**src/rtl/pad_attr_pkg.sv**
```systemverilog
// Shared types for the pad-attribute configuration path: FSM state enum and
// register-layer request/response structs at the default attribute width.
package pad_attr_pkg;

  localparam int unsigned ATTR_DW = 8;

  typedef enum logic [1:0] {
    ST_IDLE,
    ST_APPLY,
    ST_SETTLE,
    ST_RESP
  } pad_attr_state_e;

  typedef struct packed {
    logic               write;
    logic [ATTR_DW-1:0] wdata;
  } pad_attr_req_t;

  typedef struct packed {
    logic [ATTR_DW-1:0] rdata;
    logic               err;
  } pad_attr_rsp_t;

endpackage

```
**src/rtl/pad_attr_settle_timer.sv**
```systemverilog
// Settle-time counter: loads SettleCycles-1, decrements on request, flags zero.
module pad_attr_settle_timer #(
  parameter int unsigned SettleCycles = 4
) (
  input  logic clk_i,
  input  logic rst_ni,
  input  logic load_i,
  input  logic dec_i,
  output logic done_o
);

  localparam int unsigned CntW = (SettleCycles > 0) ? $clog2(SettleCycles + 1) : 1;
  localparam logic [CntW-1:0] LoadVal = CntW'((SettleCycles > 0) ? SettleCycles - 1 : 0);

  logic [CntW-1:0] cnt_q;

  always_ff @(posedge clk_i) begin
    if (!rst_ni) begin
      cnt_q <= '0;
    end else if (load_i) begin
      cnt_q <= LoadVal;
    end else if (dec_i && (cnt_q != '0)) begin
      cnt_q <= cnt_q - 1'b1;
    end
  end

  assign done_o = (cnt_q == '0);

endmodule

```
**src/rtl/pad_attr_cfg_ctrl.sv**
```systemverilog
// Pad attribute config controller: masked per-pad attribute writes with settle
// delay before response. Optional per-pad write lock under `PAD_ATTR_LOCK_EN.
module pad_attr_cfg_ctrl
  import pad_attr_pkg::*;
#(
  parameter  int unsigned NumPads      = 4,
  parameter  int unsigned AttrDw       = 8,
  parameter  int unsigned SettleCycles = 4,
  localparam int unsigned PadIdxW      = (NumPads > 1) ? $clog2(NumPads) : 1
) (
  input  logic                      clk_i,
  input  logic                      rst_ni,
  input  logic                      req_valid_i,
  output logic                      req_ready_o,
  input  logic                      req_write_i,
  input  logic [PadIdxW-1:0]        req_pad_i,
  input  logic [AttrDw-1:0]         req_wdata_i,
  output logic                      rsp_valid_o,
  input  logic                      rsp_ready_i,
  output logic [AttrDw-1:0]         rsp_rdata_o,
  output logic                      rsp_err_o,
  input  logic [AttrDw-1:0]         attr_supported_i,
  output logic [NumPads*AttrDw-1:0] pad_attr_o,
  output logic                      busy_o
`ifdef PAD_ATTR_LOCK_EN
  ,
  input  logic                      req_lock_i
`endif
);

  pad_attr_state_e     state_q, state_d;
  logic [PadIdxW-1:0]  pad_q;
  logic [AttrDw-1:0]   wdata_q;
  logic [AttrDw-1:0]   attr_q [NumPads];
  logic [AttrDw-1:0]   rdata_q;
  logic                err_q;
  logic                in_range;
  logic                pad_locked;
  logic                write_ok;
  logic                settle_done;

  assign in_range = (32'(req_pad_i) < NumPads);

`ifdef PAD_ATTR_LOCK_EN
  logic               lock_req_q;
  logic [NumPads-1:0] lock_q;
  assign pad_locked = in_range && lock_q[req_pad_i];
`else
  assign pad_locked = 1'b0;
`endif

  assign write_ok = req_write_i && in_range && !pad_locked;

  always_ff @(posedge clk_i) begin
    if (!rst_ni) state_q <= ST_IDLE;
    else         state_q <= state_d;
  end

  always_comb begin
    state_d = state_q;
    unique case (state_q)
      ST_IDLE:   if (req_valid_i) state_d = write_ok ? ST_APPLY : ST_RESP;
      ST_APPLY:  state_d = (SettleCycles == 0) ? ST_RESP : ST_SETTLE;
      ST_SETTLE: if (settle_done) state_d = ST_RESP;
      ST_RESP:   if (rsp_ready_i) state_d = ST_IDLE;
      default:   state_d = ST_IDLE;
    endcase
  end

  assign req_ready_o = (state_q == ST_IDLE);
  assign rsp_valid_o = (state_q == ST_RESP);
  assign busy_o      = (state_q != ST_IDLE);
  assign rsp_rdata_o = rdata_q;
  assign rsp_err_o   = err_q;

  // Reads, range errors and lock rejects resolve at accept; good writes resolve in APPLY.
  always_ff @(posedge clk_i) begin
    if (!rst_ni) begin
      for (int unsigned n = 0; n < NumPads; n++) attr_q[n] <= '0;
      pad_q   <= '0;
      wdata_q <= '0;
      rdata_q <= '0;
      err_q   <= 1'b0;
`ifdef PAD_ATTR_LOCK_EN
      lock_req_q <= 1'b0;
      lock_q     <= '0;
`endif
    end else begin
      unique case (state_q)
        ST_IDLE: begin
          if (req_valid_i) begin
            pad_q   <= req_pad_i;
            wdata_q <= req_wdata_i;
            err_q   <= !in_range || (req_write_i && pad_locked);
`ifdef PAD_ATTR_LOCK_EN
            lock_req_q <= req_lock_i;
`endif
            if (!in_range)                       rdata_q <= '0;
            else if (!req_write_i || pad_locked) rdata_q <= attr_q[req_pad_i];
          end
        end
        ST_APPLY: begin
          attr_q[pad_q] <= wdata_q & attr_supported_i;
          rdata_q       <= wdata_q & attr_supported_i;
          err_q         <= 1'b0;
`ifdef PAD_ATTR_LOCK_EN
          if (lock_req_q) lock_q[pad_q] <= 1'b1;
`endif
        end
        default: ;
      endcase
    end
  end

  always_comb begin
    pad_attr_o = '0;
    for (int unsigned n = 0; n < NumPads; n++) pad_attr_o[n*AttrDw +: AttrDw] = attr_q[n];
  end

  pad_attr_settle_timer #(
    .SettleCycles(SettleCycles)
  ) u_settle (
    .clk_i  (clk_i),
    .rst_ni (rst_ni),
    .load_i (state_q == ST_APPLY),
    .dec_i  (state_q == ST_SETTLE),
    .done_o (settle_done)
  );

endmodule

```
**config.mk**
```make
export PLATFORM = sky130hd
export DESIGN_NAME = pad_attr_cfg_ctrl
export DESIGN_NICKNAME = d
export VERILOG_FILES = /design/src/rtl/pad_attr_pkg.sv /design/src/rtl/pad_attr_settle_timer.sv /design/src/rtl/pad_attr_cfg_ctrl.sv
export SDC_FILE = /design/constraint.sdc
export NUM_CORES = 1
export LEC_CHECK = 0
export CELL_PAD_IN_SITES_DETAIL_PLACEMENT = 0
export CELL_PAD_IN_SITES_GLOBAL_PLACEMENT = 1
export CORE_MARGIN = 3
export CORE_UTILIZATION = 40
export DETAILED_ROUTE_END_ITERATION = 7
export HOLD_SLACK_MARGIN = 0.03
export PLACE_DENSITY = 0.92
export REMOVE_ABC_BUFFERS = 1
export SYNTH_ARGS = -nofsm -noshare
export SYNTH_HDL_FRONTEND = slang
export SYNTH_SLANG_ARGS = --single-unit
```
**constraint.sdc**
```tcl
create_clock -name clk_i -period 3.45 [get_ports clk_i]
set_input_delay 0.8625 -clock clk_i [delete_from_list [all_inputs] [get_ports clk_i]]
set_output_delay 0.8625 -clock clk_i [all_outputs]
set_load 0.05 [all_outputs]
```
==> impl_metrics.tcl, run 1 <==
set metrics [dict create \
    drtIter0Drc 172 \
    synth_common_cells "41 x nand2_1, 34 x nor2_1, 32 x edfxtp_1" \
    synth-adder-area-share_pct 2.931 \
    areaGrowthSynthToFinish_pct 30.92 \
    status "finished clean" \
    synth-xor-area-share_pct 0.3420 \
    path_class "reg2out" \
    p_leak_uw 0.001188 \
    cts.path.max_buffers 2 \
    final_core_util_pct 55.33 \
    worstPathRequired_ns 2.59 \
    ys_seq_elements 55 \
    slew_headroom_pct 51.95 \
    pin_count 67 \
    cts-root-buf "clkbuf_8" \
    crit_slowest_cell "clkdlybuf4s50_1" \
    grt_max_degree 21 \
    synth_flop_cell "edfxtp_1" \
    netlist_area_sq_um 2561 \
    hold_path.class "reg2reg" \
    clkSinkCount 55 \
    yosys-top-cells-area "edfxtp_1 38%, dfxtp_1 18%, mux2_2 6.2%, nand2_1 6.0%, nor2_1 5.0%" \
    post-route-period-util_pct 83.35 \
    crit_family "buffers and inverters" \
    crit_buf_inv 2 \
    start_util_pct 42.26 \
    die_w_um 86.02 \
    grt_antenna_before_repair 0 \
    grt_pass1_wl_mm 10.07 \
    yosys.area_share.simple_pct 16.51 \
    crit_arrival_ns 2.01 \
    slowest_delay_ns 0.88 \
    die_area_sq_um 7399 \
    finalCriticalPeriod_ns 2.876 \
    finClkSkew_ns 0.007011 \
    routed_via_density 5.287 \
    cts_tree "built" \
    setup_viol 0 \
    post-synth-top-count-cell "nand2_1" \
    syn_inst 239 \
    vias 1988 \
    num_rows 28 \
    tightest_slew_ns 0.7193 \
    cts.clk_slew.worst_paths_ns 0.10 \
    peakVddDrop_uv 349.5 \
    grt_util_all_layers_pct 17.60 \
    rsz0062_at_grt "false" \
    wl_per_cell_um 16.98 \
    gp_congestion 0.8782 \
    finalHoldViolations 0 \
    finalSetupTns_ns 0 \
    crit_chain "inv_1 -> ha_1 -> clkdlybuf4s50_1" \
    ys_types 40 \
    post-cts-setup-buffers 0 \
    crit_path_end_kind "output port" \
    cts_max_level 2 \
    synth_top_area_share_pct 37.52 \
    seq_area_frac_synth_pct 55.50 \
    grt_overflow 0 \
    ant_nets 0 \
    synth_compound_area_share_pct 12.07 \
    io_buffers 65 \
    power_density_nw_per_um2 674.1 \
    synthMuxAreaShare_pct 7.426 \
    timing.fmax_ghz 0.3478 \
    critPathMaxFanout 12 \
    ctsResizeCount 0 \
    layout.nets 329 \
    first_global_vias 1970 \
    num_antenna_cells 0 \
    drtPass1Iterations 4 \
    ys_warn_count 0 \
    drive_gt1_share_pct 11.30 \
    synth_top_family_by_area "simple AND/OR/NAND/NOR gates" \
    wl_mm 6.383 \
    fp.dieH_um 86.02 \
    syn_area_per_cell_sq_um 10.72 \
    numCtsBuffers 5 \
    synth_area_leader_cell "edfxtp_1" \
    clkLatencyLatePin_ns 0.31 \
    cts_hold_buf 0 \
    synthArstFlopShare_pct 0 \
    p_total_uw 2260 \
    hpwl_mm 4.922 \
    hold_slack_ns 0.4843 \
    cp-start-kind "flop" \
    slew_viol_final 0 \
    drc 0 \
    synth_edf_count 32 \
    cap_violations 0 \
    core_region_area_sq_um 6061 \
]
registers in the layout, indices dropped and copies added, names as in the netlist:
signal          count
wdata_q             8
u_settle.cnt_q      3
rsp_rdata_o         8
state_q             2
pad_q               2
attr_q             32
metal layers:
| metal | global-route usage (%) | wire length, um | vias to the layer above |
|---|---|---|---|
| li1 | - | - | 966 |
| met1 | 23.47 | 2783 | 933 |
| met2 | 28.52 | 3063 | 77 |
| met3 | 2.882 | 419 | 12 |
| met4 | 6.906 | 116 | 0 |
| met5 | 0 | 0 | - |
stage by stage:
stage | instances | instance area [sq um] | worst slack [ns]
3_3_place_gp | 368 | 3247 | 0.7273
4_1_cts | 376 | 3353 | 0.5686
3_5_place_dp | 368 | 3247 | 0.6261
6_report | 376 | 3353 | 0.5744
2_1_floorplan | 223 | 2465 | 1.186
5_1_grt | 376 | 3353 | 0.4876
path summary, 6_finish.rpt:
kind,depth (start not counted),slack (ns),endpoint,start
setup / recovery,3,0.57,req_ready_o,state_q[0]
hold / removal,2,0.48,wdata_q[6],wdata_q[6]
setup reg to reg,6,1.40,rsp_rdata_o[1],state_q[1]
hold reg to reg,2,0.48,wdata_q[6],wdata_q[6]
layout make-up:
class,count,area [sq um]
Fill cell,550,2708
Sequential cell,55,1421
Multi-Input combinational cell,159,1010
Timing Repair Buffer,70,688.2
Clock buffer,6,93.84
Tap cell,75,93.84
Inverter,9,33.78
Clock inverter,2,12.51
power breakdown:
group / total, uW / switching (uW) / internal (uW) / leakage [uW]
Sequential: 871 / 68.9 / 802 / 0.000521
Clock: 399 / 211 / 188 / 0.0000544
Combinational: 990 / 643 / 347 / 0.000613
worst min-delay path, delay by kind of cell, from the launching register on:
family | cells | cell delay [ns]
and+or+nand+nor | 1 | 0.06
DFF | 1 | 0.33
AOI/OAI and AO/OA | 1 | 0.05
cell usage in the layout, fill, tap and decap left out, types with 2 or more instances in the layout:
cell type,n
a21oi_1,11
a311oi_2,7
a32oi_1,7
buf_4,5
clkbuf_8,5
clkdlybuf4s50_1,65
dfxtp_1,23
edfxtp_1,32
ha_1,6
inv_1,8
mux2_1,2
mux2_2,14
nand2_1,41
nand2b_1,2
nand4b_1,2
nor2_1,34
nor2b_1,4
nor3_1,8
o21a_1,2
o31ai_1,2
kinds of logic after synthesis:
group                    Yosys count
AO/OA/AOI/OAI                     36
XOR/XNOR                           1
buffers and inverters             25
adder cells (fa/ha/maj)            6
AND/OR/NAND/NOR                   98
flip-flops                        55
multiplexers                      17
other                              1
Note: power is estimated with default switching activity, not from simulation.
==> run 2: changes to the inputs <==
Settings changed: CORE_UTILIZATION 40 to 34, PLACE_DENSITY 0.92 to 0.83.
Clock period 3.45 ns to 2.3 ns, I/O delays scaled along.
==> impl_metrics.tcl, run 2 (synthesis gave the netlist of run 1 again) <==
set metrics [dict create \
    status "finished clean" \
    vias 1992 \
    finalSetupTns_ns 0 \
    fp.dieH_um 92.79 \
    post-cts-setup-buffers 0 \
    die_area_sq_um 8610 \
    final_core_util_pct 47.72 \
    post-route-period-util_pct 90.84 \
    numCtsBuffers 5 \
    critPathMaxFanout 2 \
    combPwrFrac_pct 44.5 \
    final_cell_mix "62 x clkdlybuf4s50_1, 41 x nand2_1, 34 x nor2_1, 32 x edfxtp_1, 23 x dfxtp_1" \
    routed_via_density 4.906 \
    num_antenna_cells 0 \
    finalCriticalPeriod_ns 2.089 \
    wl_mm 6.521 \
    slew_viol_final 0 \
    slowest_delay_ns 0.82 \
    finalHoldViolations 0 \
    core_region_area_sq_um 7292 \
    rsz0062_at_grt "false" \
    fill_cells 717 \
    p_clk_share_pct 19.4 \
    wl_per_cell_um 16.06 \
    setup_viol 0 \
    hpwl_mm 4.972 \
    fin_area_sq_um 3480 \
    cts.clk_slew.worst_paths_ns 0.10 \
    drc 0 \
    drtPass1Iterations 4 \
    grt_pass1_wl_mm 10.45 \
    cts.path.max_buffers 2 \
    path_class "reg2out" \
    final_common_cell "clkdlybuf4s50_1" \
    switching_share_pct 38.98 \
    grt_max_degree 21 \
    tightest_slew_ns 0.5264 \
    cts_max_level 2 \
    intPower_uw 2206 \
    crit_slowest_cell "clkdlybuf4s50_1" \
    cts_hold_buf 0 \
    crit_family "buffers and inverters" \
    area.sequential_sq_um 1421 \
    cts_tree "built" \
    grt_antenna_before_repair 0 \
    layout.nets 335 \
    crit_path_end_kind "output port" \
    ant_nets 0 \
    multi_input_area_sq_um 1010 \
    cap_violations 0 \
    largest_reg_flops 32 \
    clkLatencyLatePin_ns 0.31 \
    crit_buf_inv 1 \
    worstPathRequired_ns 1.73 \
    cp-start-kind "flop" \
    placed_area_sq_um 3352 \
    pwr-share-seq_pct 36.1 \
    largest_register "attr_q" \
    first_global_vias 2001 \
    peakVddDrop_uv 288.3 \
    met1_usage_pct 21.24 \
    ctsResizeCount 0 \
    num_rows 31 \
    drive_gt1_share_pct 14.01 \
    io_buffers 65 \
    die_w_um 92.79 \
    pin_count 67 \
    busiest_layer "met2" \
    gp_congestion 0.8236 \
    power_density_nw_per_um2 1039 \
    areaGrowthSynthToFinish_pct 35.86 \
    grt_overflow 0 \
    p_leak_uw 0.001243 \
    crit_chain "clkdlybuf4s50_1" \
    crit_arrival_ns 1.51 \
    p_sw_uw 1409 \
    finClkSkew_ns 0.01267 \
    met3_usage_pct 2.681 \
    timing.fmax_ghz 0.4786 \
    hold_path.class "reg2reg" \
    cts-root-buf "clkbuf_8" \
    grt_util_all_layers_pct 15.94 \
    start_util_pct 35.12 \
    slew_headroom_pct 64.84 \
    clkSinkCount 55 \
    grtUsageMet2_pct 25.73 \
    drtIter0Drc 129 \
]
-- run 2: changes by cell type in the layout (fill, tap and decap cells not counted) --
cell	before	now
buf_12	0	3
buf_4	5	11
bufinv_16	0	1
clkbuf_1	0	1
clkdlybuf4s50_1	65	62
clkinv_1	1	0
inv_6	1	0
-- run 2: worst paths after layout --
path / cells past startpoint / startpoint / slack [ns] / to
worst max-delay path: 1 / attr_q[2][6] / 0.21 / pad_attr_o[22]
worst min-delay path: 2 / wdata_q[6] / 0.48 / wdata_q[6]
worst max register to register: 5 / state_q[1] / 0.45 / attr_q[0][4]
worst min register to register: 2 / wdata_q[6] / 0.48 / wdata_q[6]
-- run 2: layout make-up --
class / count / share of cell area, %
clock buffer: 7 / 2.805
tap: 99 / 3.560
multi-input combinational: 159 / 29.02
inverter: 9 / 0.9709
clock inverter: 1 / 0.8630
timing repair buffer: 76 / 21.93
sequential: 55 / 40.85
-- run 2: metrics by stage --
step | power [uW] | cells | hold slack (ns) | setup WS (ns)
after detailed placement | 2947 | 398 | 0.4664 | 0.1180
after floorplan | 2337 | 223 | 0.4497 | 0.2026
final | 3615 | 406 | 0.4766 | 0.2107
after global placement | 2914 | 398 | 0.4600 | 0.1581
after global routing | 3808 | 406 | 0.5067 | 0.08222
after CTS | 3641 | 406 | 0.4802 | 0.1941
-- run 2: power groups by stage --
stage	Clock, uW	Sequential, uW	Combinational (uW)
2_1_floorplan	0	1610	724
3_3_place_gp	0	1330	1580
3_5_place_dp	0	1330	1620
4_1_cts	712	1310	1620
5_1_grt	743	1330	1740
6_report	702	1310	1610
-- run 2: layer usage --
layer / wire length [um] / vias to the layer above
li1: - / 977
met1: 2842 / 947
met2: 3218 / 60
met3: 321 / 8
met4: 139 / 0
met5: 0 / -
==> run 3: changes to the inputs <==
Settings changed: SKIP_CTS_REPAIR_TIMING set to 1.
==> results of run 3 <==
Same layout as run 2: the final DEF is identical, and so are final timing and power.
